File: src/rtl/neander_x_seq_alu.sv
// NEANDER-X sequential ALU: single-cycle logic/arith ops plus iterative
// shift-add multiply and restoring divide behind a start/busy/done handshake.
//
// state | meaning
// ------+-------------------------------------------------------------
// IDLE  | waiting for start; single-cycle ops complete in this state
// CALC  | MUL/DIV iterating, one step per clock, busy held high
module neander_x_seq_alu #(
   parameter int WIDTH = 8
) (
   input  logic             clk,
   input  logic             reset,
   input  logic             start,
   input  logic [3:0]       alu_op,
   input  logic [WIDTH-1:0] a,
   input  logic [WIDTH-1:0] b,
   output logic [WIDTH-1:0] result,
   output logic [WIDTH-1:0] result_high,
   output logic             carry_out,
   output logic             zero,
   output logic             negative,
   output logic             busy,
   output logic             done
);

   localparam int CW = $clog2(WIDTH + 1);

   localparam logic [3:0] OP_ADD = 4'h0;
   localparam logic [3:0] OP_SUB = 4'h1;
   localparam logic [3:0] OP_AND = 4'h2;
   localparam logic [3:0] OP_OR  = 4'h3;
   localparam logic [3:0] OP_XOR = 4'h4;
   localparam logic [3:0] OP_NOT = 4'h5;
   localparam logic [3:0] OP_SHL = 4'h6;
   localparam logic [3:0] OP_SHR = 4'h7;
   localparam logic [3:0] OP_NEG = 4'h8;
   localparam logic [3:0] OP_MUL = 4'h9;
   localparam logic [3:0] OP_DIV = 4'hA;
   localparam logic [3:0] OP_SAR = 4'hB;
   localparam logic [3:0] OP_ROL = 4'hC;
   localparam logic [3:0] OP_ROR = 4'hD;

   typedef enum logic {IDLE, CALC} state_t;

   state_t           state, state_next;
   logic [CW-1:0]    cnt;
   logic             is_div;
   logic [WIDTH-1:0] p_hi, p_lo, mcand;
   logic [WIDTH-1:0] it_hi, it_lo;
   logic [WIDTH-1:0] sc_res, sc_hi;
   logic             sc_cy;
   logic             launch_iter;
   logic             last_step;

   logic [WIDTH:0]   add_ext, sub_ext, mul_sum, div_shift, div_trial;

   assign add_ext     = {1'b0, a} + {1'b0, b};
   assign sub_ext     = {1'b0, a} - {1'b0, b};
   assign launch_iter = start && ((alu_op == OP_MUL) || ((alu_op == OP_DIV) && (b != '0)));
   assign last_step   = (cnt == CW'(1));

   // One multiply step adds the multiplicand when the multiplier LSB is set,
   // then shifts the product pair right; the divide step is restoring.
   assign mul_sum   = {1'b0, p_hi} + (p_lo[0] ? {1'b0, mcand} : '0);
   assign div_shift = {p_hi, p_lo[WIDTH-1]};
   assign div_trial = div_shift - {1'b0, mcand};

   // Next partial product / remainder-quotient pair.
   always_comb begin
      it_hi = '0;
      it_lo = '0;
      if (is_div) begin
         it_hi = div_trial[WIDTH] ? div_shift[WIDTH-1:0] : div_trial[WIDTH-1:0];
         it_lo = {p_lo[WIDTH-2:0], ~div_trial[WIDTH]};
      end else begin
         it_hi = mul_sum[WIDTH:1];
         it_lo = {mul_sum[0], p_lo[WIDTH-1:1]};
      end
   end

   // Single-cycle result and flag; DIV here only covers divide-by-zero.
   always_comb begin
      sc_res = '0;
      sc_hi  = '0;
      sc_cy  = 1'b0;
      case (alu_op)
         OP_ADD: begin sc_res = add_ext[WIDTH-1:0]; sc_cy = add_ext[WIDTH]; end
         OP_SUB: begin sc_res = sub_ext[WIDTH-1:0]; sc_cy = sub_ext[WIDTH]; end
         OP_AND: sc_res = a & b;
         OP_OR:  sc_res = a | b;
         OP_XOR: sc_res = a ^ b;
         OP_NOT: sc_res = ~a;
         OP_SHL: begin sc_res = {a[WIDTH-2:0], 1'b0};        sc_cy = a[WIDTH-1]; end
         OP_SHR: begin sc_res = {1'b0, a[WIDTH-1:1]};        sc_cy = a[0];       end
         OP_NEG: begin sc_res = WIDTH'(0) - a;               sc_cy = |a;         end
         OP_DIV: begin sc_res = '1; sc_hi = a;               sc_cy = 1'b1;       end
         OP_SAR: begin sc_res = {a[WIDTH-1], a[WIDTH-1:1]};  sc_cy = a[0];       end
         OP_ROL: begin sc_res = {a[WIDTH-2:0], a[WIDTH-1]};  sc_cy = a[WIDTH-1]; end
         OP_ROR: begin sc_res = {a[0], a[WIDTH-1:1]};        sc_cy = a[0];       end
         default: ;
      endcase
   end

   // State register.
   always_ff @(posedge clk) begin
      if (reset) state <= IDLE;
      else       state <= state_next;
   end

   // Next-state logic.
   always_comb begin
      state_next = state;
      case (state)
         IDLE: if (launch_iter) state_next = CALC;
         CALC: if (last_step)   state_next = IDLE;
         default: state_next = IDLE;
      endcase
   end

   // Datapath, iteration counter and registered outputs.
   always_ff @(posedge clk) begin
      if (reset) begin
         result      <= '0;
         result_high <= '0;
         carry_out   <= 1'b0;
         zero        <= 1'b0;
         negative    <= 1'b0;
         busy        <= 1'b0;
         done        <= 1'b0;
         cnt         <= '0;
         is_div      <= 1'b0;
         p_hi        <= '0;
         p_lo        <= '0;
         mcand       <= '0;
      end else begin
         done <= 1'b0;
         case (state)
            IDLE: begin
               if (launch_iter) begin
                  p_hi   <= '0;
                  p_lo   <= a;
                  mcand  <= b;
                  is_div <= (alu_op == OP_DIV);
                  cnt    <= CW'(WIDTH);
                  busy   <= 1'b1;
               end else if (start) begin
                  result      <= sc_res;
                  result_high <= sc_hi;
                  carry_out   <= sc_cy;
                  zero        <= (sc_res == '0);
                  negative    <= sc_res[WIDTH-1];
                  done        <= 1'b1;
               end
            end
            CALC: begin
               p_hi <= it_hi;
               p_lo <= it_lo;
               cnt  <= cnt - CW'(1);
               if (last_step) begin
                  // it_lo is the low product or the quotient; it_hi the high
                  // product or the remainder.
                  result      <= it_lo;
                  result_high <= it_hi;
                  carry_out   <= is_div ? 1'b0 : (it_hi != '0);
                  zero        <= (it_lo == '0);
                  negative    <= it_lo[WIDTH-1];
                  busy        <= 1'b0;
                  done        <= 1'b1;
               end
            end
            default: ;
         endcase
      end
   end

endmodule

File: config.mk
export PLATFORM = sky130hd
export DESIGN_NAME = neander_x_seq_alu
export DESIGN_NICKNAME = d
export VERILOG_FILES = /design/src/rtl/neander_x_seq_alu.sv
export SDC_FILE = /design/constraint.sdc
export NUM_CORES = 1
export LEC_CHECK = 0
export ABC_AREA = 0
export CORE_AREA = 2 2 120 122
export CTS_BUF_LIST = sky130_fd_sc_hd__clkbuf_16
export DETAILED_ROUTE_END_ITERATION = 10
export DIE_AREA = 0 0 122 124
export GPL_ROUTABILITY_DRIVEN = 0
export GPL_TIMING_DRIVEN = 0
export SYNTH_ARGS = -nofsm -noshare
export SYNTH_HDL_FRONTEND = slang
export SYNTH_SLANG_ARGS = --single-unit
export TNS_END_PERCENT = 10
File: constraint.sdc
create_clock -name clk -period 5.1 [get_ports clk]
set_clock_uncertainty 0.2 [all_clocks]
set_input_delay 0.765 -clock clk [delete_from_list [all_inputs] [get_ports clk]]
set_output_delay 0.765 -clock clk [all_outputs]
set_load 0.1 [all_outputs]
==> results.txt <==
Critical Path Sink Type - register
post-synthesis cell count - 651
cell family with most CP delay - compound AO/OA/AOI/OAI gates
initial detailed-routing violation count - 611
Yosys warning total - 0
Top Ports - 44
Syn Area/Cell - 7.277 um^2
sum of buffers and inverters on the critical path - 2
Detailed Route WL - 16.19 mm
Buffers on Ports - 40
slew at the pin closest to its max-slew limit - 1063 ps
post-route setup TNS - 0 ps
Max-cap violations - 0
endpoint required time on the critical path - 5140 ps
net count reported at finish - 768
largest voltage drop on the vdd net - 135.4 uV
Achievable Freq - 236.6 MHz
mean number of vias per cell - 5.965
share of the synthesized area in compound gates (AO/OA/AOI/OAI) - 0.3106
DIE AREA - 15130 um^2
horizontal extent of the die - 122 um
Final Critical Period - 4227 ps
clock tree from TritonCTS - built
Inserted Diodes - 0
pin count of the biggest net entering global routing - 16
initial standard-cell utilization of the core - 0.3453
buffer count from post-CTS setup fixing - 0
number of buffers inserted by hold repair at cts - 0
number of detailed-routing iterations run before antenna repair - 6
Worst-Skew Late Latency - 290 ps
Async SR Flop Fraction - 0
routed wirelength normalized by instance count - 18.42 um
Hold Worst Slack - 257.1 ps
gr ovfl total - 0
number of hold violations in the final report - 0
delay of the slowest cell on the worst path - 810 ps
clock tree sinks - 50
combinational family with the most area after synthesis - compound AO/OA/AOI/OAI gates
hold path startpoint - result[6]
clock slew seen by the registers of the worst setup and hold paths - 70 ps
library cell used as clock root buffer - clkbuf_16
Post-Syn Area - 4737 um^2
adder-cell area share of the yosys netlist - 0.1305
CP max FO - 8
floorplan row count - 43
Fill cells - 1423
worst max-slew margin expressed relative to the limit - 0.2849
post-synth net total - 721
setup-violating endpoint count in the final report - 0
core area - 13720 um^2
parity-gate share of the synthesized area counting xor and xnor cells - 0.02773
final worst setup slack - 873.2 ps
Worst Hold Class - reg -> reg
post-DP HPWL - 12.70 mm
sequential cell area fraction in the yosys report - 0.2113
number of distinct library cell variants in the gate-level netlist after synthesis - 63
sequence of cells on the critical path - clkdlybuf4s50_1, inv_1, ha_1, fa_1, mux2i_1, a22oi_1, nor3_1, a2111oi_0, nand4_1, nor4_1, a31o_2
count of cells resized by post-cts repair - 0
multiplexer area fraction after synthesis - 0.02139
leakage power figure - 2.068 nW
layout cells sized above 1 - 0.04578
ratio of total power to cell area - 215.5 nW/um^2
number of antenna violations at the first check in global routing - 0
setup repair after global routing missed its margin - no
share of synthesized cell area in and, or, nand and nor gates - 0.2324
GRT Overall Usage - 0.2148
vertical die dimension - 124 um
number of buffers created by CTS - 5
total DRC errors in the routed layout - 0
Pins Over Slew Limit - 0
most frequently used flop master after synthesis - dfxtp_1
global-route wire length before repair - 25.88 mm
via count of the first global-routing pass - 4804
Design Power - 1.186 mW
data arrival time of the worst path - 4270 ps
status - finished clean
Worst setup SP type - input port
total via count after detailed routing - 5243
number of flops mapped to enable cells by yosys - 0
part of the cycle the worst path needs - 0.8288
DP Worst Slack - 634.4 ps
critical path start-end classification - in -> reg
launching point of the worst reg2reg path - p_lo[7]
critical path's slowest cell - a2111oi_0
timing startpoint of the critical path - a[0]
total number of H-tree levels - 2
number of flip-flops and latches in the synthesized netlist - 50
number of nets with antenna violations after routing - 0
maximum number of buffers from clock root to sink - 2
Layout area overhead - 16.22%
[cell usage in the layout (no fill, tap or decap), types with 9 or more instances in the layout]
cell type and n:
a21oi_1 73, nor2_1 66, nand2_1 62, dfxtp_1 50, ha_1 43, inv_1 42
clkdlybuf4s50_1 40, o21ai_0 29, clkbuf_1 24, a211oi_1 24, nand3_1 17, nor3_1 16
xnor2_1 13, nor2b_1 13, nand2b_1 12, and2_1 10, buf_2 10, mux2i_1 9
[worst paths after layout]
| path | to | slack [ps] | cells past startpoint |
|---|---|---|---|
| worst min register to register | result[6] | 260 | 2 |
| worst min-delay path | result[6] | 260 | 2 |
| worst max register to register | carry_out | 1810 | 13 |
| worst max-delay path | zero | 870 | 11 |
[layout make-up]
cell class / instances / area, um^2 / share of cell area
plain buffers: 38 / 158.9 / 0.02886
clock buffers: 5 / 125.1 / 0.02273
clock inverters: 3 / 17.52 / 0.003182
inverters: 41 / 153.9 / 0.02795
multi-input cells: 522 / 3423 / 0.6218
flip-flops and latches: 50 / 1001 / 0.1818
well taps: 180 / 225.2 / 0.04091
repair buffers: 40 / 400.4 / 0.07273
[power by group]
group	leakage, nW	switching [mW]	internal, mW
sequential	0.407	0.0134	0.410
clock	0.0750	0.144	0.180
combinational	1.59	0.302	0.136
total	2.07	0.460	0.726
[through the flow]
step	util	cell area, um^2	instances
detailed placement	0.3909	5363	871
global route	0.4013	5505	879
global placement	0.3909	5363	871
floorplan	-	4737	651
CTS	0.4013	5505	879
finish	0.4013	5505	879
[cells by family (layout without fill, tap and decap cells)]
| logic type | after synthesis | after routing |
|---|---|---|
| XOR/XNOR | 15 | 15 |
| AND/OR/NAND/NOR | 230 | 230 |
| adder cells (fa/ha/maj) | 47 | 47 |
| multiplexers | 10 | 10 |
| buffers and inverters | 79 | 127 |
| flip-flops | 50 | 50 |
| AO/OA/AOI/OAI | 220 | 220 |
[cell usage after synthesis (12+ instances only)]
cell type	number	area [um^2]
a21oi_1	73	365.4
nor2_1	66	247.7
nand2_1	62	232.7
nor3_1	16	80.08
nand2b_1	12	75.07
nor2b_1	13	81.33
nand3_1	17	85.08
clkbuf_1	24	90.09
ha_1	43	538.0
dfxtp_1	50	1001
inv_1	41	153.9
o21ai_0	29	145.1
xnor2_1	13	113.9
a211oi_1	24	180.2
[registers in the layout, indices dropped and copies added (netlist names)]
signal	cells
is_div	1
done	1
p_lo	8
state	1
zero	1
busy	1
result	8
mcand	8
p_hi	8
cnt	4
result_high	8
carry_out	1
[worst min-delay path: stages, from the launching register on]
cell     delay (ps)
dfxtp_1         310
nand2_1          50
a21oi_1          50
[metal layers]
layer  track usage  routed length, um
met1        0.2969               7173
met2        0.3537               7336
met3       0.02335               1184
met4       0.06250                497
met5             0                  0
Note: power is estimated with default switching activity, not from simulation.
